**config.mk**
```make
export PLATFORM = sky130hd
export DESIGN_NAME = bitbrick_sequencer
export DESIGN_NICKNAME = d
export VERILOG_FILES = /design/src/rtl/bitbrick_pkg.sv /design/src/rtl/bitbrick_slice_sel.sv /design/src/rtl/bitbrick_sequencer.sv
export SDC_FILE = /design/constraint.sdc
export NUM_CORES = 1
export LEC_CHECK = 0
export BUFFER_PORTS_ARGS = -buffer_cell sky130_fd_sc_hd__buf_2
export CORE_MARGIN = 2
export CORE_UTILIZATION = 59
export CTS_CLUSTER_DIAMETER = 80
export CTS_CLUSTER_SIZE = 14
export DETAILED_ROUTE_END_ITERATION = 8
export PLACE_DENSITY = 0.92
export REMOVE_ABC_BUFFERS = 1
export SYNTH_ARGS = -nofsm -noshare
export SYNTH_HDL_FRONTEND = slang
export SYNTH_HIERARCHICAL = 1
export SYNTH_SLANG_ARGS = --single-unit
```
**constraint.sdc**
```tcl
create_clock -name clk -period 8.95 [get_ports clk]
set_clock_uncertainty 0.15 [all_clocks]
set_input_delay 2.685 -clock clk [delete_from_list [all_inputs] [get_ports clk]]
set_output_delay 2.685 -clock clk [all_outputs]
set_load 0.02 [all_outputs]
```
**src/rtl/bitbrick_pkg.sv**
```systemverilog
// Shared types and constants for the bitbrick temporal multiply sequencer.
package bitbrick_pkg;

  localparam int BRICK_W      = 2;
  localparam int BB_PROD_W    = 10;
  localparam int BB_MAX_SHIFT = 4;
  localparam int ACC_W        = 16;
  localparam int OPERAND_W    = 8;

  typedef enum logic [1:0] {
    P2     = 2'd0,
    P4     = 2'd1,
    P8     = 2'd2,
    P_RSVD = 2'd3
  } prec_e;

  typedef enum logic [1:0] {
    IDLE = 2'd0,
    RUN  = 2'd1,
    DONE = 2'd2
  } state_e;

  // Index of the most significant brick; the reserved code behaves as 8b.
  function automatic logic [1:0] last_slice(input prec_e p);
    case (p)
      P2:      last_slice = 2'd0;
      P4:      last_slice = 2'd1;
      default: last_slice = 2'd3;
    endcase
  endfunction

endpackage

```
**src/rtl/bitbrick_slice_sel.sv**
```systemverilog
// Picks one 2-bit brick out of an operand and flags it signed when it is
// the top brick of a two's-complement operand.
module bitbrick_slice_sel
  import bitbrick_pkg::*;
(
  input  logic [OPERAND_W-1:0] operand,
  input  logic [1:0]           index,
  input  prec_e                prec,
  input  logic                 is_signed,
  output logic [BRICK_W-1:0]   slice,
  output logic                 slice_signed
);

  always_comb begin
    slice        = operand[{index, 1'b0} +: BRICK_W];
    slice_signed = is_signed && (index == last_slice(prec));
  end

endmodule

```
**src/rtl/bitbrick_sequencer.sv**
```systemverilog
// Multi-cycle 2/4/8-bit multiply driving one external 2x2 bitbrick and
// accumulating its shifted partial products into a 16-bit result.
module bitbrick_sequencer
  import bitbrick_pkg::*;
#(
  parameter int P_ACC_W = ACC_W
) (
  input  logic                 clk,
  input  logic                 rst,
  input  logic                 in_valid,
  output logic                 in_ready,
  input  logic [OPERAND_W-1:0] a,
  input  logic [OPERAND_W-1:0] b,
  input  logic                 a_signed,
  input  logic                 b_signed,
  input  logic [1:0]           a_prec,
  input  logic [1:0]           b_prec,
  output logic                 out_valid,
  input  logic                 out_ready,
  output logic [P_ACC_W-1:0]   result,
  output logic [BRICK_W-1:0]   bb_x,
  output logic [BRICK_W-1:0]   bb_y,
  output logic                 bb_sx,
  output logic                 bb_sy,
  output logic [2:0]           bb_shift,
  input  logic [BB_PROD_W-1:0] bb_prod
);

  state_e                 state;
  logic [OPERAND_W-1:0]   a_q;
  logic [OPERAND_W-1:0]   b_q;
  logic                   a_signed_q;
  logic                   b_signed_q;
  prec_e                  a_prec_q;
  prec_e                  b_prec_q;
  logic [1:0]             idx_i;
  logic [1:0]             idx_j;
  logic [P_ACC_W-1:0]     acc;

  logic [BRICK_W-1:0]     slice_a;
  logic [BRICK_W-1:0]     slice_b;
  logic                   slice_a_signed;
  logic                   slice_b_signed;
  logic [3:0]             total_shift;
  logic [2:0]             brick_shift;
  logic [3:0]             residual_shift;
  logic [P_ACC_W-1:0]     prod_ext;
  logic [P_ACC_W-1:0]     addend;
  logic                   running;

  bitbrick_slice_sel u_sel_a (
    .operand      (a_q),
    .index        (idx_i),
    .prec         (a_prec_q),
    .is_signed    (a_signed_q),
    .slice        (slice_a),
    .slice_signed (slice_a_signed)
  );

  bitbrick_slice_sel u_sel_b (
    .operand      (b_q),
    .index        (idx_j),
    .prec         (b_prec_q),
    .is_signed    (b_signed_q),
    .slice        (slice_b),
    .slice_signed (slice_b_signed)
  );

  // The bitbrick absorbs up to BB_MAX_SHIFT; the rest is applied before the add.
  always_comb begin
    running        = (state == RUN);
    total_shift    = {1'b0, idx_i, 1'b0} + {1'b0, idx_j, 1'b0};
    brick_shift    = (total_shift > 4'(BB_MAX_SHIFT)) ? 3'(BB_MAX_SHIFT) : total_shift[2:0];
    residual_shift = total_shift - {1'b0, brick_shift};
    prod_ext       = {{(P_ACC_W-BB_PROD_W){bb_prod[BB_PROD_W-1]}}, bb_prod};
    addend         = prod_ext << residual_shift;

    bb_x     = running ? slice_a        : '0;
    bb_y     = running ? slice_b        : '0;
    bb_sx    = running ? slice_a_signed : 1'b0;
    bb_sy    = running ? slice_b_signed : 1'b0;
    bb_shift = running ? brick_shift    : 3'd0;
  end

  assign result = acc;

  // j walks the b bricks in the outer loop, i walks the a bricks inside it.
  always_ff @(posedge clk) begin
    if (rst) begin
      state      <= IDLE;
      in_ready   <= 1'b1;
      out_valid  <= 1'b0;
      acc        <= '0;
      idx_i      <= '0;
      idx_j      <= '0;
      a_q        <= '0;
      b_q        <= '0;
      a_signed_q <= 1'b0;
      b_signed_q <= 1'b0;
      a_prec_q   <= P2;
      b_prec_q   <= P2;
    end else begin
      case (state)
        IDLE: begin
          if (in_valid) begin
            a_q        <= a;
            b_q        <= b;
            a_signed_q <= a_signed;
            b_signed_q <= b_signed;
            a_prec_q   <= prec_e'(a_prec);
            b_prec_q   <= prec_e'(b_prec);
            acc        <= '0;
            idx_i      <= '0;
            idx_j      <= '0;
            in_ready   <= 1'b0;
            state      <= RUN;
          end
        end
        RUN: begin
          acc <= acc + addend;
          if (idx_i == last_slice(a_prec_q)) begin
            idx_i <= '0;
            if (idx_j == last_slice(b_prec_q)) begin
              idx_j     <= '0;
              out_valid <= 1'b1;
              state     <= DONE;
            end else begin
              idx_j <= idx_j + 2'd1;
            end
          end else begin
            idx_i <= idx_i + 2'd1;
          end
        end
        DONE: begin
          if (out_ready) begin
            out_valid <= 1'b0;
            in_ready  <= 1'b1;
            state     <= IDLE;
          end
        end
        default: begin
          state     <= IDLE;
          in_ready  <= 1'b1;
          out_valid <= 1'b0;
        end
      endcase
    end
  end

endmodule

```
==> impl_table.tex <==
\begin{tabular}{lr}
\hline
Metric & Value \\
\hline
\multicolumn{2}{l}{\textbf{Status}} \\
Result of the run & finished, final reports clean \\
\multicolumn{2}{l}{\textbf{Final layout}} \\
Leading cell type in the layout, fill and taps excluded & buf\_2 \\
Share of the core filled with cells in the final layout & 68.61\% \\
Final-stage net count & 485 \\
Count of non-filler cells in the finished layout & 502 \\
Fraction of final layout cells with drive strength greater than 1 & 19.44\% \\
Finished Cell Area & 3460 sq um \\
Commonest non-fill, non-tap cells in the layout & buf\_2 (61), nand2\_1 (59), a21oi\_1 (50) \\
Synthesis-to-finish area growth & 13.79\% \\
Antenna diode instance count & 0 \\
\multicolumn{2}{l}{\textbf{Yosys}} \\
Area fraction of the dominant cell type after synthesis & 30.29\% \\
Number of flip-flops and latches in the synthesized netlist & 46 \\
Share of synthesized flip-flops with an asynchronous set or reset & 0\% \\
Leading post-synthesis cells by cell area & dfxtp\_1 (30\%), a21oi\_1 (8.2\%), nand2\_1 (7.3\%), ha\_1 (6.6\%), nor2\_1 (4.1\%) \\
Synth Flop Type & dfxtp\_1 \\
Leading area contributor after synthesis & dfxtp\_1 \\
Seq/Total Area, Yosys & 30.29\% \\
Synthesized instance count & 380 \\
Distinct cells, synth & 51 \\
Post-Syn Area per Cell & 8.001 sq um \\
Count of flip-flops with a built-in enable after synthesis & 0 \\
Cell area after technology mapping & 3040 sq um \\
Warnings, synthesis & 6 \\
\multicolumn{2}{l}{\textbf{Global route}} \\
Vias in the first global route & 2759 \\
GRT Residual Overflow & 0 \\
Initial antenna violation count & 0 \\
Global-route wire length before repair & 12260 um \\
Global-route total usage across every layer & 27.54\% \\
Pin count of the biggest net entering global routing & 39 \\
\multicolumn{2}{l}{\textbf{Pwr}} \\
Portion of total power attributed to the clock network & 23.1\% \\
Switching component of the power & 0.1961 mW \\
Sw Ratio & 35.85\% \\
Peak ir drop on the vdd network & 0.09241 mV \\
Combinational share of power & 33.1\% \\
Internal Power & 0.3509 mW \\
Power density cells & 158.1 nW/um\^{}2 \\
Static Leak & 1.534 nW \\
Sequential share of power & 43.8\% \\
\multicolumn{2}{l}{\textbf{Route}} \\
Via Count & 2981 \\
Routed Wire Length & 7636 um \\
Wire per inst & 15.21 um \\
Detail-routed via count per cell & 5.938 \\
First-pass detailed-route iteration total & 6 \\
Antenna Violating Nets Remaining & 0 \\
Count of unresolved DRC violations after routing & 0 \\
First-iteration detailed-routing DRC count & 212 \\
\multicolumn{2}{l}{\textbf{Timing}} \\
Transition at the pin with the smallest max-transition slack & 0.7881 ns \\
Final Slew Violations & 0 \\
Final min period & 5.502 ns \\
Relative max-transition margin & 47.40\% \\
Highest achievable clock rate & 181.8 MHz \\
RSZ-0062 raised after global routing & no \\
Final hold violation count & 0 \\
Setup TNS Final & 0 ns \\
Final setup violating endpoints & 0 \\
Share of the cycle needed by the critical path after routing & 61.47\% \\
Smallest setup slack after layout & 3.448 ns \\
\multicolumn{2}{l}{\textbf{Clock tree}} \\
H-tree depth & 2 \\
Worst skew pair latency & 0.30 ns \\
CTS clk-pin slew, worst paths & 0.09 ns \\
CTS Sinks & 46 \\
Total CTS buffers & 5 \\
Setup bufs post-CTS & 0 \\
Clock tree from TritonCTS & yes \\
Master cell of the clock root buffer & clkbuf\_8 \\
Hold buffer count at CTS & 0 \\
Resized Gates After CTS & 0 \\
Buffer levels on the longest clock path & 2 \\
\multicolumn{2}{l}{\textbf{Min path}} \\
Startpoint of the tightest hold check path & a\_q[3]\$\_SDFFE\_PP0P\_ \\
Worst min-delay path endpoint & a\_q[3]\$\_SDFFE\_PP0P\_ \\
Hold/Removal Path Class & flop to flop \\
Cell depth of the worst min-delay path & 2 \\
\multicolumn{2}{l}{\textbf{Setup path}} \\
Cell count along the critical path & 5 \\
Critical path's slowest cell & fa\_1 \\
CP Max Fanout & 21 \\
WP buf/inv & 2 \\
RR Endpoint & result[15]\$\_SDFFE\_PP0P\_ \\
Startpoint kind of the worst setup timing path & flop \\
Setup slack of the most critical reg-to-reg path & 4.28 ns \\
Maximum single-stage delay on the critical path & 1.00 ns \\
Cell count of the worst reg-to-reg path & 14 \\
Critical Path AT & 2.67 ns \\
Crit Path Class & flop to primary output \\
R2r startpoint & idx\_j[0]\$\_SDFFE\_PP0P\_ \\
Kind of cell adding the most delay to the critical path & adder cells \\
Critical path, cell by cell & ha\_1, inv\_1, fa\_1, and4\_1, buf\_2 \\
Data required, critical path & 6.12 ns \\
Type of element capturing the critical path & primary output \\
\multicolumn{2}{l}{\textbf{Place}} \\
Post-detailed-placement half-perimeter wirelength & 5501 um \\
Area of placed instances & 3373 sq um \\
Number of port buffers & 61 \\
Global placement routability congestion & 0.8803 \\
Worst slack at placement & 3.633 ns \\
Placed Cells & 494 \\
\multicolumn{2}{l}{\textbf{Die}} \\
Standard-cell row count & 26 \\
Area of the die & 5743 sq um \\
Die height & 75.79 um \\
Top Ports & 63 \\
Horizontal die dimension & 75.79 um \\
Initial core utilization & 60.30\% \\
Area of the core & 5042 sq um \\
\multicolumn{2}{l}{\textbf{Flow run}} \\
Max\_cap viols & 0 \\
\hline
\end{tabular}
==> cell usage after synthesis, drive strengths merged, types with 6 or more instances <==
master / number
a21oi: 51
a22o: 11
a31oi: 7
and2: 6
clkbuf: 18
dfxtp: 46
ha: 16
inv: 11
mux2i: 9
nand2: 59
nand2b: 9
nand3: 11
nor2: 34
nor2b: 6
nor3: 6
o21ai: 20
xnor2: 10
==> how the worst max path moves through the flow <==
stage,start,end,slack (ns)
global placement,bb_prod[2],result[15]$_SDFFE_PP0P_,3.75
CTS,idx_j[0]$_SDFFE_PP0P_,bb_shift[1],3.45
global route,idx_j[0]$_SDFFE_PP0P_,bb_shift[1],3.28
finish,idx_j[0]$_SDFFE_PP0P_,bb_shift[1],3.45
detailed placement,bb_prod[2],result[15]$_SDFFE_PP0P_,3.63
floorplan,bb_prod[4],result[15]$_SDFFE_PP0P_,3.98
==> through the flow <==
stage / hold slack, ns / power, mW
floorplan: 0.2755 / 0.3677
global placement: 0.2872 / 0.4110
detailed placement: 0.2995 / 0.4205
CTS: 0.3117 / 0.5453
global route: 0.3329 / 0.5755
finish: 0.3095 / 0.5470
==> sequential cells by signal, indices dropped and copies added, names as in the netlist <==
signal / count
out_valid: 1
idx_j: 2
b_q: 8
idx_i: 2
in_ready: 1
b_prec_q: 2
a_prec_q: 2
a_q: 8
b_signed_q: 1
result: 16
state: 2
a_signed_q: 1
==> layer usage <==
metal / track usage, % / vias up / wire length (um) / part of all wire (%)
met5: 0 / - / 0 / 0
met4: 7.407 / 0 / 127 / 1.7
met3: 5.026 / 18 / 453 / 5.9
met2: 46.55 / 109 / 3688 / 48
met1: 36.15 / 1400 / 3365 / 44
li1: - / 1454 / - / -
==> power by group through the flow <==
| stage | registers, mW | logic, mW | clock network, mW |
|---|---|---|---|
| global route | 0.242 | 0.198 | 0.135 |
| finish | 0.239 | 0.181 | 0.127 |
| CTS | 0.239 | 0.179 | 0.127 |
| detailed placement | 0.244 | 0.177 | 0 |
| global placement | 0.242 | 0.169 | 0 |
| floorplan | 0.251 | 0.117 | 0 |
==> cell families (layout without fill, tap and decap cells) <==
logic type,Yosys count,in the layout,synth area share [%]
multiplexers,14,14,6.790
adder cells (fa/ha/maj),18,18,7.901
other,1,1,0.1233
AO/OA/AOI/OAI,115,115,25.56
AND/OR/NAND/NOR,142,142,21.48
flip-flops,46,46,30.29
XOR/XNOR,14,14,4.033
buffers and inverters,30,82,3.827
==> tightest hold or removal path: cells and delay by family, from the launching register on <==
kind	cells	cell delay (ns)
AO/OA/AOI/OAI	1	0.05
flip-flops	1	0.32
AND/OR/NAND/NOR	1	0.05
==> area by class of cell <==
type	instances	area, sq um
Sequential cell	46	920.9
Fill cell	406	1583
Tap cell	70	87.58
Multi-Input combinational cell	304	2003
Inverter	11	41.29
Clock buffer	6	72.57
Timing Repair Buffer	63	320.3
Clock inverter	2	13.76
Power figures use the tool's default switching activity.
